<file path="src/rtl/fa_bist.sv">
// Self-test sequencer for a 1-bit full adder: walks all eight {A,B,Cin} vectors,
// checks sum/carry after a settle delay and reports verdict, error count and first failure.
module fa_bist #(
  parameter int unsigned SETTLE = 2
) (
  input  logic       iClk,
  input  logic       iRst,
  input  logic       iStart,
  output logic       oA,
  output logic       oB,
  output logic       oCi,
  input  logic       iS,
  input  logic       iCo,
  output logic       oBusy,
  output logic       oDone,
  output logic       oPass,
  output logic [3:0] oErrCnt,
  output logic [2:0] oFailVec,
  output logic       oFailValid
);

  typedef enum logic [1:0] {st_idle, st_drive, st_check, st_done} state_t;

  localparam logic [3:0] LastCnt = 4'(SETTLE - 1);

  state_t     state;
  logic [2:0] vec;
  logic [3:0] cnt;
  logic       exp_s;
  logic       exp_co;
  logic       mismatch;

  // Stimulus comes straight from the vector register, so it is glitch-free.
  assign {oA, oB, oCi} = vec;

  always_comb begin
    exp_s    = ^vec;
    exp_co   = (vec[2] & vec[1]) | (vec[2] & vec[0]) | (vec[1] & vec[0]);
    mismatch = (iS != exp_s) || (iCo != exp_co);
  end

  always_ff @(posedge iClk or posedge iRst) begin
    if (iRst) begin
      state      <= st_idle;
      vec        <= 3'b000;
      cnt        <= 4'd0;
      oBusy      <= 1'b0;
      oDone      <= 1'b0;
      oPass      <= 1'b0;
      oErrCnt    <= 4'd0;
      oFailVec   <= 3'b000;
      oFailValid <= 1'b0;
    end else begin
      unique case (state)
        st_idle: begin
          vec   <= 3'b000;
          oBusy <= 1'b0;
          oDone <= 1'b0;
          if (iStart) begin
            state      <= st_drive;
            oBusy      <= 1'b1;
            cnt        <= 4'd0;
            oErrCnt    <= 4'd0;
            oFailVec   <= 3'b000;
            oFailValid <= 1'b0;
            oPass      <= 1'b0;
          end
        end
        st_drive: begin
          if (cnt == LastCnt) begin
            state <= st_check;
          end else begin
            cnt <= cnt + 4'd1;
          end
        end
        st_check: begin
          if (mismatch) begin
            oErrCnt <= oErrCnt + 4'd1;
            if (!oFailValid) begin
              oFailVec   <= vec;
              oFailValid <= 1'b1;
            end
          end
          if (vec == 3'b111) begin
            state <= st_done;
            oBusy <= 1'b0;
            oDone <= 1'b1;
            // Verdict must include a mismatch found in this final check.
            oPass <= !mismatch && (oErrCnt == 4'd0);
            vec   <= 3'b000;
          end else begin
            state <= st_drive;
            vec   <= vec + 3'd1;
            cnt   <= 4'd0;
          end
        end
        st_done: begin
          oDone <= 1'b0;
          state <= st_idle;
        end
        default: state <= st_idle;
      endcase
    end
  end

endmodule

</file>
<file path="config.mk">
export PLATFORM = sky130hd
export DESIGN_NAME = fa_bist
export DESIGN_NICKNAME = d
export VERILOG_FILES = /design/src/rtl/fa_bist.sv
export SDC_FILE = /design/constraint.sdc
export NUM_CORES = 1
export LEC_CHECK = 0
export ABC_AREA = 1
export CAP_MARGIN = 40
export CORE_MARGIN = 2
export CORE_UTILIZATION = 48
export DETAILED_ROUTE_END_ITERATION = 7
export PLACE_DENSITY = 0.73
export SLEW_MARGIN = 25
export SYNTH_ARGS = -nofsm -noshare
export SYNTH_HDL_FRONTEND = slang
export SYNTH_SLANG_ARGS = --single-unit
</file>
<file path="constraint.sdc">
create_clock -name iClk -period 1.8 [get_ports iClk]
set_input_delay 0.27 -clock iClk [delete_from_list [all_inputs] [get_ports iClk]]
set_output_delay 0.27 -clock iClk [all_outputs]
set_load 0.01 [all_outputs]
</file>
=== Yosys cells after proc, flatten, opt, wreduce, memory -nomap -nowiden ===
Index checks and enable logic that the tools add are counted.

* RAM bits: 0
* Bits in latches: 0
* Bits in read-only memories: 0
* Memories: 0
* Flip-flop bits (word level): 20

* Multiply operators: 0
* Add/sub/neg operators: 3
* Shifts and indexed selects: 0
* Magnitude comparators: 0
* Bitwise logic cells: 5
* Divide/modulo/power cells: 0
* Muxes and demuxes: 26
* Reductions and logical operators: 17
* Equality and inequality tests: 14

{| class="wikitable"
|+ Operator list
! operator !! count
|-
| two-way mux 4 bit || 4
|-
| != test 2 bit, second input constant || 7
|-
| two-way mux 3 bit || 4
|-
| one-hot mux 3 bit (2 select lines) || 2
|-
| one-hot mux 4 bit (3 select lines) || 1
|-
| adder 4 x 1 -> 4 bit, second input constant || 2
|-
| one-hot mux 1 bit (2 select lines) || 4
|-
| one-hot mux 2 bit (4 select lines) || 1
|-
| one-hot mux 4 bit (2 select lines) || 1
|-
| AND reduction 4 bit || 2
|-
| two-way mux 1 bit || 6
|-
| two-way mux 2 bit || 3
|-
| AND reduction 2 bit || 3
|-
| AND reduction 3 bit || 2
|-
| == test 2 bit, second input constant || 2
|-
| == test 4 x 1 -> 1 bit, second input constant || 1
|-
| zero test 4 bit || 1
|-
| nonzero test 2 bit || 2
|-
| adder 3 x 1 -> 3 bit, second input constant || 1
|-
| AND 1 bit || 3
|-
| == test 3 bit, second input constant || 1
|-
| nonzero test 3 bit || 1
|-
| XOR reduction 3 bit || 1
|-
| == test 2 x 1 -> 1 bit, second input constant || 1
|-
| 7 further kinds || 9
|}

=== Logic depth before layout (Yosys ltp) ===
Gate-level depths: netlist of run 1.

* Word-level depth: 9
* Depth in mapped cells: 8
* Gate-level depth less buffers: 8

=== Least setup slack after synthesis of run 1 ===
No wires, ideal clock.

* Path type: register to register
* Start point: register vec[2]
* End point: register oErrCnt[2]
* Cell stages (with the launch flop): 8
* Slack: 202 ps
* Data arrival time: 1522 ps
* Buffers on the path: 0
* Period minus slack after synthesis: 1598 ps
* Required time: 1724 ps
* Cells stage by stage: dfrtp_1 fa_1 inv_1 a21oi_2 nand3_2 nand2_4 nand2_1 o21ai_1

* Word-level cells in the longest chain between the ends: 7
* Elaborated cells on any way between the ends: 10
* Those cells by class: eq/ne (3); bitwise (4); reduce/logical (3)

{| class="wikitable"
|+ Ends and longest elaborated chain
! item !! line !! text
|-
| start, declared || 27 || <nowiki>logic [2:0] vec;</nowiki>
|-
| start signal, assigned || 93 || <nowiki>vec <= vec + 3'd1;</nowiki>
|-
| AND 1 bit || 38 || <nowiki>exp_co = (vec[2] & vec[1]) | (vec[2] & vec[0]) | (vec[1] & vec[0]);</nowiki>
|-
| bitwise OR 1 bit (2 in a row) || 38 ||
|-
| != test 1 bit || 39 || <nowiki>mismatch = (iS != exp_s) || (iCo != exp_co);</nowiki>
|-
| logical OR 1 bit * || 39 ||
|-
| != test 2 bit (no line) * || n/a ||
|-
| AND reduction 3 bit (no line) * || n/a ||
|-
| end signal, assigned || 78 || <nowiki>oErrCnt <= oErrCnt + 4'd1;</nowiki>
|-
| end, declared || 17 || <nowiki>output logic [3:0] oErrCnt,</nowiki>
|}

Every way passes the cells marked *; elsewhere a longest branch is shown, timed or not.
A chain may end at the register's enable or synchronous reset.

=== Worst setup path in the final report of run 1 ===
* Start point: register vec[2]
* End point: register oErrCnt[0]

Same word-level chain as after synthesis.

==> results.cfg, run 1 <==
[critical_path]
cp.arrival_ns = 1.94
worstPathCellList = fa_1 -> inv_1 -> a21oi_2 -> nand3_4 -> nand2_4 -> nand2_1 -> o21ai_1
critical_path_class = reg2reg
max_stage_delay_ns = 0.56
crit_slowest_cell = fa_1
worst-path-buf-inv = 1
critPathTopFamily = adder cells
crit_path_max_fanout = 7
critPathCaptureType = register
critPathRequiredTime_ns = 2.04
worstSetupStartpointType = register

[timing]
fin_hold_ws_ns = 0.271
worst_slew_pin_slew_ns = 0.282
slew_headroom_pct = 81.1
drv_slew = 0
setup_viol = 0
hold_violations = 0
finalCritPeriodShare_pct = 94.4
clock_skew_ns = 0.00997
finalCriticalPeriod_ns = 1.70
fmax_mhz = 588

[detailed_routing]
drc_errors = 0
drt-pass1-iter-count = 4
dr.first_iter.drc_count = 13
detail-route-antenna-nets = 0
avgViaCountPerCell = 5.14
wl_per_cell_um = 12.5
wl_mm = 2.46
vias = 1007

[synthesis]
ys_ff_latch = 20
async_flop_share_pct = 100
syn_inst = 143
synth_top_area_share_pct = 42.7
seq_area_frac_synth_pct = 42.7
synth_top_cell_by_area = dfrtp_1
synth_area_um2 = 1170
synth_area_per_cell_um2 = 8.19
yosysWarnings = 0
synth_edf_count = 0
synth_nets = 160
synth_most_common_cell = nand2_1
synth_area_leaders = dfrtp_1 43%, ha_1 12%, nand2_1 11%
synth_ff_type = dfrtp_1
synth.distinct_cells = 21
netlist_top_cells_count = 35 x nand2_1, 22 x inv_1, 20 x dfrtp_1

[cts]
numClockSinks = 20
clockBufferDepth = 2
cts_tree = done
clock-root-buffer = clkbuf_4
cts_buffers = 3
htree_levels = 1
hold_buffers = 0
clock_latency_ns = 0.31
clk_pin_slew_ns = 0.12

[floorplan]
die_w_um = 53.4
fp.dieH_um = 53.4
start_util_pct = 51.9
rows = 17
die_area_um2 = 2850
core-area_um2 = 2250
pin_count = 19

[pwr]
p_seq_share_pct = 32.8
ir_drop_mv = 0.882
clockPowerShare_pct = 17.8
combPwrFrac_pct = 49.4
p_per_area_nw_per_um2 = 1420
p_int_mw = 1.20
p_leak_nw = 0.753
switchingPower_mw = 0.891
p_sw_share_pct = 42.6

[finish]
syn_to_final_growth_pct = 26.1
drive_above_1_share_pct = 8.93
final_core_util_pct = 65.5
num_antenna_cells = 0
final_nets = 186

[global_routing]
grt_max_degree = 21
grt_pass1_vias = 974
grt_use_total_pct = 19.9
antenna_found_initial = 0
grt_pass1_wl_mm = 4.09
grt_overflow = 0

[hold_path]
hp-class = in2async

[placed_design]
portBuffers = 18
gp_congestion = 0.716
dp_hpwl_mm = 1.81

[run_status]
status = completed

[flow_run]
max_cap_violations = 0
[timing repair]
item | in CTS | in global routing
gates resized for setup | 0 | 3
setup buffers | 0 | 1
endpoints found under the setup margin | 0 | 9
[state kept, by name, summed over array words and instances, names as in the netlist]
signal      count
vec             3
oFailValid      1
oPass           1
oDone           1
state           2
oFailVec        3
oErrCnt         4
cnt             4
oBusy           1
[stage by stage]
step | std cells | worst slack [ns] | area (µm²) | total power, mW | TNS, ns
floorplan | 143 | 0.202 | 1170 | 1.34 | 0
finish | 196 | 0.100 | 1480 | 2.09 | 0
global placement | 190 | 0.180 | 1400 | 1.64 | 0
detailed placement | 190 | 0.108 | 1400 | 1.68 | 0
global route | 196 | -0.0425 | 1480 | 2.29 | -0.155
CTS | 194 | 0.0826 | 1450 | 2.05 | 0
[cell usage in the layout, fill, tap and decap left out]
cell type        synthesis  layout
nor2_4                   1       2
buf_4                    0       3
o22ai_1                  1       1
dfrtp_2                  0       1
bufinv_16                0       1
xor2_1                   3       3
nand3_4                  0       1
inv_2                    1       1
nand2_4                  1       1
ha_1                    11      11
inv_1                   22      22
a21oi_1                  1       1
nand2_2                  0       1
nor2_1                  11      11
clkbuf_4                 0       3
a21oi_2                  1       1
nand4_1                  5       5
dfrtp_1                 20      19
o21ai_1                  5       5
fa_1                     1       1
clkdlybuf4s50_1          0      18
nand2_1                 35      35
o21ai_0                 13      13
nand3b_1                 1       1
nand3_1                  7       7
[cells by family (layout without fill, tap and decap cells)]
logic type | after synthesis | in the layout | share of synthesized area [%]
compound gates | 21 | 21 | 9.40
flops | 20 | 20 | 42.7
fa+ha+maj | 12 | 12 | 13.5
simple gates | 63 | 64 | 24.4
xor+xnor | 3 | 3 | 2.24
buf+inv | 24 | 48 | 7.80
[final cells by class]
cell class,instances,area [µm²]
fill,213,778
clock inverter,1,30.0
multi-input combinational,100,598
timing repair buffer,21,203
sequential,20,502
clock buffer,3,22.5
tap,28,35.0
inverter,23,86.3
[metal layers]
metal,track usage [%],routed length [µm],vias up
met1,23.9,1100,474
met5,0,0,-
met2,36.0,1240,23
met4,5.98,19,0
met3,3.11,93,4
li1,-,-,506
[power groups by stage]
stage               combinational [mW]  clock (mW)  sequential [mW]
floorplan                        0.631           0            0.707
global placement                 0.954           0            0.690
detailed placement               0.988           0            0.691
CTS                              0.996       0.377            0.682
global route                      1.19       0.388            0.710
finish                            1.03       0.372            0.686
[final timing paths]
kind                                         startpoint                 endpoint  slack, ns  depth (start not counted)
worst max-delay path                 vec[2]$_DFFE_PP0P_   oErrCnt[0]$_DFFE_PP0P_        0.1                          7
worst min-delay path                               iRst   oErrCnt[3]$_DFFE_PP0P_       0.27                          3
worst max register to register       vec[2]$_DFFE_PP0P_   oErrCnt[0]$_DFFE_PP0P_        0.1                          7
worst min register to register  oFailVec[0]$_DFFE_PP0P_  oFailVec[0]$_DFFE_PP0P_       0.50                          2
max in group asynchronous                          iRst       vec[1]$_DFFE_PP0P_       1.29                          3
min in group iClk               oFailVec[0]$_DFFE_PP0P_  oFailVec[0]$_DFFE_PP0P_       0.50                          2
[worst min-delay path, delay by kind of cell]
family | cells | cell delay, ns
buffers and inverters | 3 | 0.71
Note: power is estimated with default switching activity, not from simulation.
==> run 2, diff against run 1 <==
- REMOVE_ABC_BUFFERS: not set -> 1
- SLEW_MARGIN: 25 -> not set
==> results.cfg, run 2 (same netlist as run 1, synthesis figures left out) <==
[global_routing]
grt_pass1_vias = 976
grt_pass1_wl_mm = 4.02
grt_use_total_pct = 19.4
grt_max_degree = 21
antenna_found_initial = 0
grt_overflow = 0

[critical_path]
crit_cells = 6
critPathRequiredTime_ns = 2.00
reg2reg_depth = 6
worst-path-buf-inv = 1
crit_slowest_cell = fa_1
crit_path_max_fanout = 7
worstSetupStartpointType = register
worstPathCellList = fa_1 -> inv_1 -> a21oi_2 -> nand3_4 -> nand2_2 -> o21ai_1
critical_path_class = reg2reg
cp.arrival_ns = 1.89
critPathTopFamily = adder cells
critPathCaptureType = register
max_stage_delay_ns = 0.57

[timing]
setup_viol = 0
slew_headroom_pct = 80.8
hold_violations = 0
drv_slew = 0
worst_slew_pin_slew_ns = 0.287
clock_skew_ns = 0.00163
finalCriticalPeriod_ns = 1.69
finalCritPeriodShare_pct = 93.8
final.setup.tns_ns = 0
fin_hold_ws_ns = 0.281
setup_slack_ns = 0.112
fmax_mhz = 593

[pwr]
power_mw = 1.96
p_int_mw = 1.10
p_sw_share_pct = 43.9
combPwrFrac_pct = 51.5
switchingPower_mw = 0.860
ir_drop_mv = 0.885
clockPowerShare_pct = 13.5
p_leak_nw = 0.746
p_per_area_nw_per_um2 = 1350
p_seq_share_pct = 35.0

[finish]
layout_common_cells = 35 x nand2_1, 22 x inv_1, 20 x dfrtp_1
num_antenna_cells = 0
layout_commonest_cell = nand2_1
largestRegisters = cnt: 4 flops, oErrCnt: 4 flops
final_core_util_pct = 64.5
syn_to_final_growth_pct = 24.1
fill_cells = 200
drive_above_1_share_pct = 8.33
final_nets = 186

[detailed_routing]
drc_errors = 0
detail-route-antenna-nets = 0
drt-pass1-iter-count = 4
vias = 978
wl_mm = 2.32
wl_per_cell_um = 11.8
avgViaCountPerCell = 4.99
dr.first_iter.drc_count = 9

[cts]
cts_buffers = 3
cts_tree = done
htree_levels = 1
numClockSinks = 20
hold_buffers = 0
post_cts_buffers = 0
clockBufferDepth = 2
clk_pin_slew_ns = 0.12
cts_resized = 0
clock-root-buffer = clkbuf_4
clock_latency_ns = 0.30

[placed_design]
dp_slack_ns = 0.142
gp_congestion = 0.750
portBuffers = 18
dp_hpwl_mm = 1.78

[floorplan]
die_area_um2 = 2850
core-area_um2 = 2250
fp.dieH_um = 53.4
start_util_pct = 51.9
rows = 17
die_w_um = 53.4
pin_count = 19

[flow_run]
max_cap_violations = 0

[hold_path]
hp-class = in2async

[run_status]
status = completed
[run 2: power groups by stage]
stage                     clock network, mW  registers [mW]  logic, mW
final                                 0.264           0.686       1.01
after global routing                  0.284           0.704       1.15
after CTS                             0.274           0.686      0.995
after detailed placement                  0           0.694      0.990
after global placement                    0           0.689      0.965
after floorplan                           0           0.707      0.626
[run 2: worst min-delay path: stages]
cell and delay (ns):
clkdlybuf4s50_1 0.39, inv_1 0.05, buf_4 0.26
[run 2: worst paths after layout]
kind	start	endpoint	slack, ns
worst max-delay path	vec[2]$_DFFE_PP0P_	oFailValid$_DFFE_PP0P_	0.11
worst min-delay path	iRst	oErrCnt[3]$_DFFE_PP0P_	0.28
worst max register to register	vec[2]$_DFFE_PP0P_	oFailValid$_DFFE_PP0P_	0.11
worst min register to register	oFailVec[2]$_DFFE_PP0P_	oFailVec[2]$_DFFE_PP0P_	0.50
max in group asynchronous	iRst	oErrCnt[1]$_DFFE_PP0P_	1.30
min in group iClk	oFailVec[2]$_DFFE_PP0P_	oFailVec[2]$_DFFE_PP0P_	0.50
[run 2: routing by layer]
layer	GRT usage, %	routed length, µm	up-vias	part of all wire [%]
met4	7.69	16	0	0.69
met1	24.4	1080	451	47
met5	0	0	-	0
li1	-	-	507	-
met2	32.9	1150	18	50
met3	2.82	73	2	3.1
[run 2: metrics by stage]
stage	instance area [µm²]	std cells
2_1_floorplan	1170	142
3_3_place_gp	1400	191
3_5_place_dp	1400	191
4_1_cts	1440	195
5_1_grt	1450	196
6_report	1450	196
[run 2: final cells by class]
cell class | instances | area (µm²) | area share (%)
Sequential cell | 20 | 500 | 34.4
Inverter | 23 | 86.3 | 5.94
Clock buffer | 4 | 36.3 | 2.50
Multi-Input combinational cell | 100 | 593 | 40.8
Tap cell | 28 | 35.0 | 2.41
Timing Repair Buffer | 21 | 203 | 13.9
